### config.mk
export PLATFORM = sky130hd
export DESIGN_NAME = systolic_feeder
export DESIGN_NICKNAME = d
export VERILOG_FILES = /design/src/rtl/tpu_pkg.sv /design/src/rtl/skew_lane.sv /design/src/rtl/systolic_feeder.sv
export SDC_FILE = /design/constraint.sdc
export NUM_CORES = 1
export LEC_CHECK = 0
export ABC_AREA = 1
export ABC_CLOCK_PERIOD_IN_PS = 3900
export CORE_MARGIN = 3
export CORE_UTILIZATION = 63
export DETAILED_ROUTE_END_ITERATION = 7
export DONT_BUFFER_PORTS = 1
export GPL_TIMING_DRIVEN = 0
export PLACE_DENSITY_LB_ADDON = 0.25
export SYNTH_ARGS = -nofsm -noshare
export SYNTH_HDL_FRONTEND = slang
export SYNTH_SLANG_ARGS = --single-unit
### constraint.sdc
create_clock -name clk -period 3.9 [get_ports clk]
set_input_delay 0.585 -clock clk [delete_from_list [all_inputs] [get_ports clk]]
set_output_delay 0.585 -clock clk [all_outputs]
set_load 0.02 [all_outputs]
### src/rtl/tpu_pkg.sv
// Shared systolic-array types: element width, feeder FSM states, feed-length helper.
// Pure definitions; no latency or flow control of their own.
package tpu_pkg;

    localparam int DEFAULT_DATA_WIDTH = 8;

    typedef logic [DEFAULT_DATA_WIDTH-1:0] data_t;

    typedef enum logic {
        IDLE = 1'b0,
        FEED = 1'b1
    } feeder_state_t;

    // Number of skewed slots needed: K + max(M, N) - 1, kept in 9 bits.
    function automatic logic [8:0] feed_len(
        input logic [7:0] k,
        input logic [7:0] m,
        input logic [7:0] n
    );
        logic [8:0] widest;
        widest = (m > n) ? {1'b0, m} : {1'b0, n};
        return {1'b0, k} + widest - 9'd1;
    endfunction

endpackage

### src/rtl/skew_lane.sv
// One operand lane: DEPTH-entry element buffer plus diagonal-window read for slot t.
// Write takes effect next edge; read is combinational; no backpressure (caller gates writes).
module skew_lane #(
    parameter int LANE_IDX   = 0,
    parameter int DEPTH      = 4,
    parameter int DATA_WIDTH = 8,
    parameter int K_W        = (DEPTH > 1) ? $clog2(DEPTH) : 1
) (
    input  logic                  clk,
    input  logic                  wr_en,
    input  logic [K_W-1:0]        wr_k,
    input  logic [DATA_WIDTH-1:0] wr_data,
    input  logic [8:0]            t,
    input  logic [7:0]            k,
    input  logic                  lane_enable,
    output logic [DATA_WIDTH-1:0] lane_dat
);

    logic [DATA_WIDTH-1:0] mem [DEPTH];
    logic                  in_window;
    logic [K_W-1:0]        rd_idx;

    // Operand storage survives reset so a run can be replayed without reloading.
    always_ff @(posedge clk) begin
        if (wr_en) begin
            mem[wr_k] <= wr_data;
        end
    end

    always_comb begin
        in_window = lane_enable
                 && (int'(t) >= LANE_IDX)
                 && (int'(t) < LANE_IDX + int'(k));
        rd_idx    = K_W'(int'(t) - LANE_IDX);
        lane_dat  = in_window ? mem[rd_idx] : '0;
    end

endmodule

### src/rtl/systolic_feeder.sv
// Stages A/B operands and streams them diagonally skewed into the array edges after start.
// First slot one cycle after start accepted; no backpressure, array consumes every slot.
module systolic_feeder #(
    parameter int ROW_NUMBER    = 4,
    parameter int COLUMN_NUMBER = 4,
    parameter int DATA_WIDTH    = tpu_pkg::DEFAULT_DATA_WIDTH,
    parameter int DEPTH         = 4,
    parameter int LANE_W        = $clog2((ROW_NUMBER > COLUMN_NUMBER) ? ROW_NUMBER : COLUMN_NUMBER),
    parameter int K_W           = $clog2(DEPTH)
) (
    input  logic                  clk,
    input  logic                  reset,
    input  logic                  wr_en,
    input  logic                  wr_sel,
    input  logic [LANE_W-1:0]     wr_lane,
    input  logic [K_W-1:0]        wr_k,
    input  logic [DATA_WIDTH-1:0] wr_data,
    input  logic                  start,
    input  logic [7:0]            size_row_A,
    input  logic [7:0]            size_column_B,
    input  logic [7:0]            size_columnrow_AB,
    output logic                  busy,
    output logic                  done,
    output logic                  err,
    output logic                  feed_valid,
    output logic [DATA_WIDTH-1:0] left_in [0:ROW_NUMBER-1],
    output logic [DATA_WIDTH-1:0] top_in  [0:COLUMN_NUMBER-1]
);

    import tpu_pkg::*;

    feeder_state_t state, state_nx;

    logic [8:0] slot;
    logic [8:0] len_q;
    logic [7:0] m_q, n_q, k_q;

    logic       size_ok, accept, reject, last_slot, load_slot;
    logic [8:0] sel_t;
    logic [7:0] sel_m, sel_n, sel_k;
    logic       busy_nx, done_nx, err_nx;
    logic       wr_ok;

    logic [DATA_WIDTH-1:0] a_lane [ROW_NUMBER];
    logic [DATA_WIDTH-1:0] b_lane [COLUMN_NUMBER];

    // Next-state logic
    always_comb begin
        size_ok   = (int'(size_row_A) >= 1)        && (int'(size_row_A) <= ROW_NUMBER)
                 && (int'(size_column_B) >= 1)     && (int'(size_column_B) <= COLUMN_NUMBER)
                 && (int'(size_columnrow_AB) >= 1) && (int'(size_columnrow_AB) <= DEPTH);
        accept    = (state == IDLE) && start && size_ok;
        reject    = (state == IDLE) && start && !size_ok;
        last_slot = (state == FEED) && (slot == len_q - 9'd1);
        state_nx  = state;
        case (state)
            IDLE:    if (accept)    state_nx = FEED;
            FEED:    if (last_slot) state_nx = IDLE;
            default: state_nx = IDLE;
        endcase
    end

    // Output logic: selects the slot presented next cycle using the sizes that will apply to it.
    always_comb begin
        load_slot = accept || ((state == FEED) && !last_slot);
        sel_t     = accept ? 9'd0 : slot + 9'd1;
        sel_m     = accept ? size_row_A        : m_q;
        sel_n     = accept ? size_column_B     : n_q;
        sel_k     = accept ? size_columnrow_AB : k_q;
        busy_nx   = load_slot;
        done_nx   = last_slot;
        err_nx    = reject;
        wr_ok     = wr_en && (state == IDLE) && !accept && (int'(wr_k) < DEPTH);
    end

    // State and registered outputs
    always_ff @(posedge clk) begin
        if (reset) begin
            state      <= IDLE;
            slot       <= 9'd0;
            len_q      <= 9'd0;
            m_q        <= 8'd0;
            n_q        <= 8'd0;
            k_q        <= 8'd0;
            busy       <= 1'b0;
            done       <= 1'b0;
            err        <= 1'b0;
            feed_valid <= 1'b0;
            for (int r = 0; r < ROW_NUMBER; r++) begin
                left_in[r] <= '0;
            end
            for (int c = 0; c < COLUMN_NUMBER; c++) begin
                top_in[c] <= '0;
            end
        end else begin
            state <= state_nx;
            if (accept) begin
                m_q   <= size_row_A;
                n_q   <= size_column_B;
                k_q   <= size_columnrow_AB;
                len_q <= feed_len(size_columnrow_AB, size_row_A, size_column_B);
            end
            slot       <= load_slot ? sel_t : 9'd0;
            busy       <= busy_nx;
            feed_valid <= busy_nx;
            done       <= done_nx;
            err        <= err_nx;
            for (int r = 0; r < ROW_NUMBER; r++) begin
                left_in[r] <= load_slot ? a_lane[r] : '0;
            end
            for (int c = 0; c < COLUMN_NUMBER; c++) begin
                top_in[c] <= load_slot ? b_lane[c] : '0;
            end
        end
    end

    for (genvar r = 0; r < ROW_NUMBER; r++) begin : g_a_lane
        skew_lane #(
            .LANE_IDX   (r),
            .DEPTH      (DEPTH),
            .DATA_WIDTH (DATA_WIDTH),
            .K_W        (K_W)
        ) u_lane (
            .clk         (clk),
            .wr_en       (wr_ok && !wr_sel && (int'(wr_lane) == r)),
            .wr_k        (wr_k),
            .wr_data     (wr_data),
            .t           (sel_t),
            .k           (sel_k),
            .lane_enable (r < int'(sel_m)),
            .lane_dat    (a_lane[r])
        );
    end

    for (genvar c = 0; c < COLUMN_NUMBER; c++) begin : g_b_lane
        skew_lane #(
            .LANE_IDX   (c),
            .DEPTH      (DEPTH),
            .DATA_WIDTH (DATA_WIDTH),
            .K_W        (K_W)
        ) u_lane (
            .clk         (clk),
            .wr_en       (wr_ok && wr_sel && (int'(wr_lane) == c)),
            .wr_k        (wr_k),
            .wr_data     (wr_data),
            .t           (sel_t),
            .k           (sel_k),
            .lane_enable (c < int'(sel_n)),
            .lane_dat    (b_lane[c])
        );
    end

endmodule

# [Yosys cells after proc, flatten, opt, wreduce, memory -nomap -nowiden]
# Memory sizes are Yosys's and may differ from the RTL's. A register that Yosys moved wholly into a read port is not among the register bits.
# Cells that the tools add are included.
[word_totals] reg_bits=46 wordCells=138 ram_bits=256 out_inout_bits=68 romBits=0 latchBits=0 memories=8 in_bits=41
[mem_list] memory="g_a_lane[0].u_lane.mem" words=4 word_bits=8 read_ports=1 rd_ports_with_merged_regs=1 write_ports=1 line_no="skew_lane.sv:19" text="logic [DATA_WIDTH-1:0] mem [DEPTH];"
[mem_list] memory="g_a_lane[1].u_lane.mem" words=4 word_bits=8 read_ports=1 rd_ports_with_merged_regs=1 write_ports=1 line_no="skew_lane.sv:19"
[mem_list] memory="g_a_lane[2].u_lane.mem" words=4 word_bits=8 read_ports=1 rd_ports_with_merged_regs=1 write_ports=1 line_no="skew_lane.sv:19"
[mem_list] memory="g_a_lane[3].u_lane.mem" words=4 word_bits=8 read_ports=1 rd_ports_with_merged_regs=1 write_ports=1 line_no="skew_lane.sv:19"
[mem_list] memory="g_b_lane[0].u_lane.mem" words=4 word_bits=8 read_ports=1 rd_ports_with_merged_regs=1 write_ports=1 line_no="skew_lane.sv:19"
[mem_list] memory="g_b_lane[1].u_lane.mem" words=4 word_bits=8 read_ports=1 rd_ports_with_merged_regs=1 write_ports=1 line_no="skew_lane.sv:19"
[mem_list] memory="2 more memories"
[classes] n_eq_ne=4 n_shift=0 mux=24 bitwise_logic=10 n_reduce_logical=51 mul=0 add_sub_neg=10 n_div=0 order_cmp=22
[op_table] op="logical AND 1 bit" count=36
[op_table] op="less-than comparator 1 x 8 -> 1 bit (first input constant)" count=4
[op_table] op="less-than comparator 2 x 8 -> 1 bit (first input constant)" count=4
[op_table] op="2-to-1 mux 8 bit" count=4
[op_table] op="less-than comparator 9 bit" count=3
[op_table] op="greater-or-equal comparator 8 x 1 -> 1 bit (second input constant)" count=3
[op_table] op="less-or-equal comparator 8 x 3 -> 1 bit (second input constant)" count=3
[op_table] op="OR reduction 3 bit" count=8
[op_table] op="adder 2 x 8 -> 9 bit (first input constant)" count=2
[op_table] op="greater-or-equal comparator 9 x 2 -> 1 bit (second input constant)" count=2
[op_table] op="2-to-1 mux 1 bit" count=18
[op_table] op="subtractor 9 x 1 -> 9 bit (second input constant)" count=2
[op_table] op="inverter 1 bit" count=10
[op_table] op="adder 1 x 8 -> 9 bit (first input constant)" count=1
[op_table] op="adder 8 x 8 -> 9 bit" count=1
[op_table] op="adder 9 x 1 -> 9 bit (second input constant)" count=1
[op_table] op="== test 9 bit" count=1
[op_table] op="greater-or-equal comparator 9 x 1 -> 1 bit (second input constant)" count=1
[op_table] op="less-than comparator 9 x 8 -> 1 bit" count=1
[op_table] op="2-to-1 mux 9 bit" count=1
[op_table] op="> comparator 8 bit" count=1
[op_table] op="== test 2 bit (second input constant)" count=2
[op_table] op="zero test 1 bit" count=4
[op_table] op="subtractor 2 bit (second input constant)" count=2
[op_table] op="6 further kinds" count=6

# [Longest topological paths before layout]
# Gate-level depths: netlist (run 1).
[depth] ltp_word=13 depth_mapped=26 mapped_depth_nobuf=25

# [Hierarchy]
# Synthesis (run 1) repeated with hierarchy kept, for this count alone.
[unflattened] cells_unflattened=2001 hier_area_um2=18149.9
[modules_own_cells] module="systolic_feeder" cells_per_inst=677 seq_area_each_um2=2202.1 instances=1 area_each_um2=4994.8
[modules_own_cells] module="skew_lane (g_a_lane[3].u_lane ...)" cells_per_inst=171 seq_area_each_um2=960.9 instances=2 area_each_um2=1686.6
[modules_own_cells] module="skew_lane (g_a_lane[1].u_lane ...)" cells_per_inst=169 seq_area_each_um2=960.9 instances=2 area_each_um2=1679.1
[modules_own_cells] module="skew_lane (g_a_lane[2].u_lane ...)" cells_per_inst=165 seq_area_each_um2=960.9 instances=2 area_each_um2=1659.1
[modules_own_cells] module="skew_lane (g_a_lane[0].u_lane ...)" cells_per_inst=157 seq_area_each_um2=960.9 instances=2 area_each_um2=1552.7

# [Worst setup path before layout (run 1)]
# Ideal clock, no wire load.
[synth_path] path_type="input -> register" start="input port size_column_B[5]" end="register left_in[16] (netlist bit) (read register of g_a_lane[1].u_lane.mem)" n_path_buf=1 path_stages=24 required_time_ns=3.841 arrival_ns=3.497 setup_time_ns=0.059 setup_slack_ns=0.344 cell_sequence="nor2_1 nand2_1 nor2_1 nand2_1 nor2_2 nand3_4 inv_2 buf_6 nor2_2 a21oi_2 ha_1 inv_1 nor2_1 nand2_1 xnor2_1 ha_1 nand2_1 nor2_1 a211oi_1 o21ai_0 a21oi_2 nand2_1 nor2_2 and2_1"
[synth_between] elab_chain_cells=12 word_cells_on_any_way=21 classes_between="2 x add/sub; 5 x order compare; 3 x mux; 2 x bitwise; 9 x reduce/logical"
[synth_rtl] item="start, declared" line_no="systolic_feeder.sv:20" text="input logic [7:0] size_column_B,"
[synth_rtl] item="greater-or-equal comparator 8 x 1 -> 1 bit" line_no="systolic_feeder.sv:50" text="&& (int'(size_column_B) >= 1) && (int'(size_column_B) <= COLUMN_NUMBER)"
[synth_rtl] item="logical AND 1 bit" line_no="systolic_feeder.sv:50"
[synth_rtl] item="logical AND 1 bit *" line_no="systolic_feeder.sv:50"
[synth_rtl] item="logical AND 1 bit * (2 in a row)" line_no="systolic_feeder.sv:51" text="&& (int'(size_columnrow_AB) >= 1) && (int'(size_columnrow_AB) <= DEPTH);"
[synth_rtl] item="logical AND 1 bit *" line_no="systolic_feeder.sv:52" text="accept = (state == IDLE) && start && size_ok;"
[synth_rtl] item="2-to-1 mux 8 bit *"
[synth_rtl] item="via g_a_lane[0].u_lane.k[1]" line_no="skew_lane.sv:14" text="input logic [7:0] k,"
[synth_rtl] item="adder 1 x 8 -> 9 bit *" line_no="skew_lane.sv:33" text="&& (int'(t) < LANE_IDX + int'(k));"
[synth_rtl] item="less-than comparator 9 bit *" line_no="skew_lane.sv:33"
[synth_rtl] item="logical AND 1 bit *" line_no="skew_lane.sv:33"
[synth_rtl] item="inverter 1 bit (no source line) *"
[synth_rtl] item="OR reduction 3 bit (no source line) *"
[synth_rtl] item="end, declared" line_no="systolic_feeder.sv:26" text="output logic [DATA_WIDTH-1:0] left_in [0:ROW_NUMBER-1],"
# The timed path passes the listed nets; every way through them passes the cells marked *.
# A chain may end at the register's enable or synchronous reset.

# [Final worst setup path (run 1)]
[layout_path] start="register state" end="register top_in[0] (netlist bit) (read register of g_b_lane[3].u_lane.mem)"
[layout_between] elab_chain_cells=9 word_cells_on_any_way=20 classes_between="2 x add/sub; 3 x order compare; 3 x mux; 3 x bitwise; 9 x reduce/logical"
[layout_rtl] item="start, declared" line_no="systolic_feeder.sv:32" text="feeder_state_t state, state_nx;"
[layout_rtl] item="start signal, assigned" line_no="systolic_feeder.sv:96" text="state <= state_nx;"
[layout_rtl] item="inverter 1 bit" line_no="systolic_feeder.sv:52"
[layout_rtl] item="logical AND 1 bit (2 in a row)" line_no="systolic_feeder.sv:52"
[layout_rtl] item="2-to-1 mux 8 bit / 2-to-1 mux 9 bit (equally long branches)"
[layout_rtl] item="adder 2 x 8 -> 9 bit, or another cell as far along" line_no="skew_lane.sv:33"
[layout_rtl] item="less-than comparator 9 bit / logical AND 1 bit (equally long branches)" line_no="skew_lane.sv:33, skew_lane.sv:32"
[layout_rtl] item="logical AND 1 bit" line_no="skew_lane.sv:33"
[layout_rtl] item="inverter 1 bit (no source line)"
[layout_rtl] item="OR reduction 3 bit (no source line)"
[layout_rtl] item="end, declared" line_no="systolic_feeder.sv:27" text="output logic [DATA_WIDTH-1:0] top_in [0:COLUMN_NUMBER-1]"
# Parallel ways exist; a longest one is shown, timed or not.

==> results of run 1 <==
-- metrics by stage --
| step | hold WS [ns] | instance area, um2 | setup slack (ns) |
|---|---|---|---|
| 5_1_grt | 0.1453 | 17480 | -0.003708 |
| 6_report | 0.1636 | 17480 | 0.2752 |
| 3_3_place_gp | 0.4261 | 16290 | -0.4009 |
| 4_1_cts | 0.1523 | 17400 | 0.03160 |
| 3_5_place_dp | 0.4320 | 16290 | -0.4628 |
| 2_1_floorplan | 0.4179 | 15880 | 0.3444 |
-- what timing repair did --
action,in CTS,in global routing
resized for setup,3,17
setup buffers,0,3
endpoints found under the setup margin,2,33
cloned,0,0
pin swaps,0,2
-- power groups by stage --
| stage | combinational, mW | sequential (mW) | clock, mW |
|---|---|---|---|
| final | 0.244 | 4.19 | 3.24 |
| after global routing | 0.284 | 4.19 | 3.42 |
| after CTS | 0.243 | 4.19 | 3.26 |
| after detailed placement | 0.240 | 4.28 | 0 |
| after global placement | 0.231 | 4.27 | 0 |
| after floorplan | 0.186 | 4.27 | 0 |
-- worst max-delay path, cell delays in order, from the launching register on --
cell and delay (ns):
dfxtp_1 0.39, inv_2 0.11, nand2_1 0.08, inv_2 0.13, nand3_4 0.12, buf_4 0.19, nand2_4 0.14, buf_4 0.21
buf_2 0.31, ha_1 0.30, clkbuf_1 0.26, inv_1 0.14, buf_1 0.37, clkbuf_2 0.31, o21ai_0 0.15, o22ai_1 0.15
inv_1 0.10, nor2_1 0.11
-- worst paths after layout --
| check | startpoint | to | slack (ns) |
|---|---|---|---|
| max | state | top_in[0] | 0.28 |
| min | wr_data[5] | g_b_lane[1].u_lane.mem[3][5] | 0.16 |
| max reg2reg | state | top_in[0] | 0.28 |
| min reg2reg | m_q[5] | m_q[5] | 0.44 |
-- layout by cell type, fill, tap and decap left out, drive strengths merged --
cell | Yosys | routed
nor2 | 326 | 326
edfxtp | 256 | 256
nand2 | 186 | 186
inv | 165 | 167
o21ai | 163 | 163
dfxtp | 110 | 110
clkbuf | 21 | 72
ha | 63 | 63
a21oi | 51 | 51
nand3 | 44 | 44
buf | 30 | 34
nor3 | 29 | 29
o22ai | 24 | 24
xor2 | 21 | 21
o22a | 16 | 16
nand4 | 12 | 12
clkinv | 0 | 10
and2 | 8 | 8
nor3b | 6 | 6
xnor2 | 5 | 5
a211oi | 4 | 4
o211ai | 3 | 3
nor4 | 2 | 2
o41ai | 2 | 2
o21bai | 1 | 1
nand3b | 1 | 1
o31ai | 1 | 1
fa | 1 | 1
clkinvlp | 0 | 1
-- registers in the layout, indices dropped and copies added (netlist names) --
name	cells
g_a_lane.u_lane.mem	128
g_b_lane.u_lane.mem	128
left_in	32
top_in	32
len_q	9
slot	9
k_q	8
m_q	8
n_q	8
done	1
err	1
feed_valid	1
state	1
-- area by class of cell --
cell class | instances | area (um2) | share of cell area, %
Sequential cell | 366 | 9889 | 56.56
Multi-Input combinational cell | 969 | 5187 | 29.67
Clock buffer | 52 | 1012 | 5.789
Inverter | 165 | 619.3 | 3.542
Tap cell | 324 | 405.4 | 2.319
Buffer | 51 | 266.5 | 1.524
Clock inverter | 13 | 81.33 | 0.4651
Timing Repair Buffer | 3 | 22.52 | 0.1288
-- kinds of logic after synthesis --
group	count (synthesis)	share of synthesized area [%]
XOR/XNOR	26	1.434
buffers and inverters	216	5.546
AO/OA/AOI/OAI	265	9.296
adder cells (fa/ha/maj)	64	5.089
AND/OR/NAND/NOR	614	16.37
flip-flops	366	62.27
-- layer usage --
metal | vias up | share of wire, % | GRT usage (%)
met1 | 5233 | 39 | 37.03
met2 | 527 | 50 | 48.75
li1 | 5327 | - | -
met5 | - | 0 | 0
met4 | 0 | 2.4 | 7.396
met3 | 90 | 8.8 | 5.242
==> metrics.txt, run 1 <==
total grt overflow 0; ys async rst share 0%; clk buf depth 3; Ports 109; clk root buf clkbuf_16; Clock power frac 42.2%; WL/cell 19.38 um; final count of hold timing violations 0; DRC errors left 0; Post-synth EDFFs 256; detailed placer's ending HPWL 25.16 mm; most common cell in the netlist nor2_1; WP data arrival 4.08 ns; fmax 0.2759 GHz; cell count after synthesis 1551; Int Pwr 6.094 mW; CTS tree done; Starting Density 64.74%; clock latency on the worst-skew pair 0.52 ns; Comb power frac 3.2%; Layout Cells excl Fill 1943; Pins Over Slew Limit 0; Mean Syn Cell Area 10.24 um2; PnR Total Power 7.673 mW; WS Path Type register to register; via density per instance 5.752; first-pass GRT wire length 58.84 mm; distinct cell type count after synthesis 42; CP Capture Type register; Hold WC Path Type input port to register; R2R cell count 17; Final min period 3.625 ns; Cells after DPL 1875; syn nets 1656; worst slew pin tran 0.9224 ns; vias 11180; max cap viols 0; Psw 1.580 mW; clk sinks 366; Synth area leaders edfxtp_1 48%, dfxtp_1 14%, nor2_1 7.4%; Fill cells 1703; CTS Hold Bufs 0; Post-synth top cells 314 x nor2_1, 256 x edfxtp_1, 174 x nand2_1; switch share 20.59%; DR iter-0 viols 1173; crit path max fanout 10; sequential element share of the synthesized area 62.27%; Die Wd 164.8 um; pin count of the biggest net entering global routing 33; endpoints failing setup 0; total CTS buffers 37; layout cell share with drive strength beyond 1 8.524%; Final GP Congestion 0.8931; Core Rows 57; First-pass DRT Iterations 6; Yosys top cell area share 48.40%; Worst Path Required 4.35 ns; Cell Area, Synth 0.01588 mm2; top_reg_cell synth edfxtp_1; Synth area leader edfxtp_1; setup TNS 0 ns; status complete, no violations; initial antenna violation count 0; Core Area 0.02453 mm2; vias in the first global route 10980; #FFs+latches synth 366; Final period util 92.94%; fin nets 1698; H-tree depth 2; n_diodes 0; CP Launch Type register; Port Buffers 0; Hold Crit Depth 0; VDD IR max 0.4444 mV; Finished Core Util 71.27%; Ys Warns 0; Die Y 164.8 um; clock slew at reported path FFs 0.06 ns; Slew HR 38.00%; P_leak 6.903 nW; Area Overhead vs Synth 10.08%; Final ANT Viol Nets 0; Routed WL 37.66 mm; Clock Skew 0.01169 ns; PD cells 438.9 mW/mm2; Die Area 0.02715 mm2; Seq pwr share 54.7%; global-route usage over all layers 28.23%
Note: power is estimated with default switching activity, not from simulation.
==> inputs of run 2 (changes only) <==
--- a/config.mk
+++ b/config.mk
@@ -5,7 +5,7 @@
 export SDC_FILE = /design/constraint.sdc
 export NUM_CORES = 1
 export LEC_CHECK = 0
-export ABC_AREA = 1
+export ABC_AREA = 0
 export ABC_CLOCK_PERIOD_IN_PS = 3900
 export CORE_MARGIN = 3
 export CORE_UTILIZATION = 63
==> metrics.txt, run 2 <==
total CTS buffers 36 (was 37); CP top delay family simple AND/OR/NAND/NOR gates (was buffers and inverters); pin count of the biggest net entering global routing 33 (unchanged); Cell Area, Synth 0.01567 mm2 (was 0.01588 mm2); CTS tree done (unchanged); cell area after layout 0.01824 mm2 (was 0.01748 mm2); worst slew pin tran 1.405 ns (was 0.9224 ns); Routed WL 37.99 mm (was 37.66 mm); Final period util 103.9% (was 92.94%); Ys Warns 0 (unchanged); clock slew at reported path FFs 0.07 ns (was 0.06 ns); fmax 0.2468 GHz (was 0.2759 GHz); clock latency on the worst-skew pair 0.54 ns (was 0.52 ns); Die Wd 163.7 um (was 164.8 um); DRC errors left 0 (unchanged); CP Depth 18 (was 17); Synth area leaders edfxtp_1 49%, dfxtp_1 14%, ha_1 5.0% (was edfxtp_1 48%, dfxtp_1 14%, nor2_1 7.4%); DR iter-0 viols 1028 (was 1173); slowest stage delay, CP 0.38 ns (was 0.39 ns); Pins Over Slew Limit 0 (unchanged); sequential element share of the synthesized area 63.11% (was 62.27%); Mean Syn Cell Area 13.31 um2 (was 10.24 um2); Final min period 4.052 ns (was 3.625 ns); global-route usage over all layers 27.83% (was 28.23%); PD cells 443.2 mW/mm2 (was 438.9 mW/mm2); CP cell instances o21a_1 -> nor4b_4 -> nand4_4 -> buf_8 -> nor2_4 -> a21o_4 -> inv_4 -> ha_4 -> buf_4 -> xnor2_1 -> ha_1 -> and3_4 -> a221o_1 -> a221o_1 -> a41oi_2 -> nand4_4 -> buf_6 -> nor3b_4 (was inv_2 -> nand2_1 -> inv_2 -> nand3_4 -> buf_4 -> nand2_4 -> buf_4 -> buf_2 -> ha_1 -> clkbuf_1 -> inv_1 -> buf_1 -> clkbuf_2 -> o21ai_0 -> o22ai_1 -> inv_1 -> nor2_1); highest-count cells in the layout ignoring fill and taps 256 x edfxtp_1, 109 x dfxtp_1, 86 x nor2_1 (was 311 x nor2_1, 256 x edfxtp_1, 173 x nand2_1); final count of hold timing violations 0 (unchanged); Core Area 0.02439 mm2 (was 0.02453 mm2); layout cell share with drive strength beyond 1 19.30% (was 8.524%); cell count after synthesis 1177 (was 1551); commonest non-fill, non-tap cell in the layout edfxtp_1 (was nor2_1); met1 Use GR 36.53% (was 37.03%); critical register-to-register path startpoint state (unchanged); max cap viols 0 (unchanged); clk sinks 366 (unchanged); RSZ-0062 raised after global routing true; CP Launch Point size_columnrow_AB[0] (was state); status finished, violations left (was complete, no violations); P_leak 6.304 nW (was 6.903 nW); Slew HR 5.731% (was 38.00%); vias 9981 (was 11180); CP Launch Type input port (was register); Ports 109 (unchanged); R2R cell count 17 (unchanged); CP Capture Type register (unchanged); crit path max fanout 7 (was 10); CP max-delay cell nor4b_4 (was dfxtp_1); Worst R2R End top_in[6] (was top_in[0]); via density per instance 6.219 (was 5.752); VDD IR max 0.4117 mV (was 0.4444 mV); Port Buffers 0 (unchanged); #FFs+latches synth 366 (unchanged); Top Registers g_a_lane.u_lane.mem: 128 flops, g_b_lane.u_lane.mem: 128 flops (unchanged); First-pass DRT Iterations 6 (unchanged); Final ANT Viol Nets 0 (unchanged); Starting Density 64.25% (was 64.74%); setup TNS -2.195 ns (was 0 ns); GRT Max-Usage Layer met2 (unchanged); WP data arrival 4.47 ns (was 4.08 ns); routing usage on met2 46.87% (was 48.75%); initial antenna violation count 1 (was 0); Post-synth top cells 256 x edfxtp_1, 110 x dfxtp_1, 90 x nor2_1 (was 314 x nor2_1, 256 x edfxtp_1, 174 x nand2_1); reg-to-reg slack, setup -0.06 ns (was 0.28 ns); Final GP Congestion 0.8993 (was 0.8931); Worst Path Required 4.31 ns (was 4.35 ns); CTS Hold Bufs 0 (unchanged); Core Rows 57 (unchanged); total grt overflow 0 (unchanged); WL/cell 23.67 um (was 19.38 um); met3 Usage GRT 6.406% (was 5.242%); top_reg_cell synth edfxtp_1 (unchanged); Synth area leader edfxtp_1 (unchanged); Hold WC Path Type input port to register (unchanged); Clock Skew 0.02127 ns (was 0.01169 ns); ys async rst share 0% (unchanged); Die Area 0.02680 mm2 (was 0.02715 mm2); Area Overhead vs Synth 16.38% (was 10.08%); vias in the first global route 10070 (was 10980); WS Path Type input port to register (was register to register); failing checks setup timing; DP Area 0.01627 mm2 (was 0.01629 mm2); endpoints failing setup 30 (was 0); crit path to top_in[6] (was top_in[0]); worst setup margin -0.1523 ns (was 0.2752 ns); distinct cell type count after synthesis 67 (was 42); Fill cells 1479 (was 1703); first-pass GRT wire length 56.51 mm (was 58.84 mm); syn nets 1282 (was 1656); Post-synth EDFFs 256 (unchanged); H-tree depth 2 (unchanged); detailed placer's ending HPWL 23.55 mm (was 25.16 mm); fin nets 1357 (was 1698); most common cell in the netlist edfxtp_1 (was nor2_1); Die Y 163.7 um (was 164.8 um); clk buf depth 3 (unchanged); Yosys top cell area share 49.05% (was 48.40%); crit path buf inv count 4 (was 10); clk root buf clkbuf_16 (unchanged)
run 2: stage by stage:
stage / std cells / power [mW] / worst slack (ns) / utilization (%) / hold WS, ns
final: 1605 / 8.083 / -0.1523 / 74.77 / 0.1416
after global routing: 1604 / 8.296 / -0.3436 / 74.76 / 0.1277
after CTS: 1590 / 8.103 / -0.06584 / 73.26 / 0.1303
after detailed placement: 1502 / 4.500 / -1.208 / 66.69 / 0.4440
after global placement: 1501 / 4.495 / -1.227 / 66.61 / 0.4443
after floorplan: 1177 / 4.457 / -0.2293 / - / 0.4302
run 2: cells by family after synthesis:
family / synth area share, %
fa+ha+maj: 5.158
flops: 63.11
compound gates: 6.779
xor+xnor: 2.236
simple gates: 13.31
mux: 6.507
buf+inv: 2.906
run 2: metal layers:
layer  vias up  part of all wire (%)
li1       4530                     -
met1      4870                    39
met2       495                    50
met3        84                   8.7
met4         2                   2.4
met5         -                 0.029
run 2: how the worst min path moves through the flow:
stage	start	endpoint	slack (ns)	cells past startpoint
6_report	wr_data[0]	g_a_lane[1].u_lane.mem[2][0]	0.14	0
5_1_grt	wr_data[0]	g_a_lane[1].u_lane.mem[2][0]	0.13	0
4_1_cts	wr_data[0]	g_a_lane[1].u_lane.mem[2][0]	0.13	0
3_5_place_dp	n_q[6]	n_q[6]	0.44	1
3_3_place_gp	n_q[7]	n_q[7]	0.44	1
2_1_floorplan	m_q[5]	m_q[5]	0.43	1
run 2: what timing repair did:
item                                   CTS  global route
cloned                                   0             1
pin swaps                               20            10
setup buffers                           23            14
resized for setup                       33            50
setup endpoints to repair               60            58
endpoints found under the hold margin    0             0
run 2: where the power goes:
| part | internal, mW | switching, mW |
|---|---|---|
| clock network | 2.17 | 1.48 |
| registers | 4.18 | 0.00884 |
| logic | 0.105 | 0.129 |
| total | 6.46 | 1.62 |
run 2: area by class of cell:
type | count | area [um2] | area share [%]
Clock buffer | 49 | 1042 | 5.715
Timing Repair Buffer | 39 | 336.6 | 1.845
Sequential cell | 366 | 9891 | 54.23
Buffer | 53 | 316.6 | 1.736
Clock inverter | 17 | 227.7 | 1.249
Tap cell | 324 | 405.4 | 2.223
Inverter | 46 | 177.7 | 0.9742
Multi-Input combinational cell | 710 | 5838 | 32.01
Antenna cell | 1 | 2.502 | 0.01372
run 2: worst register-to-register path, delay by kind of cell (launching register included):
family | cells | cell delay (ns)
buffers and inverters | 4 | 0.60
adder cells (fa/ha/maj) | 2 | 0.45
AO/OA/AOI/OAI | 4 | 1.06
flip-flops | 1 | 0.39
XOR/XNOR | 1 | 0.23
AND/OR/NAND/NOR | 6 | 1.13
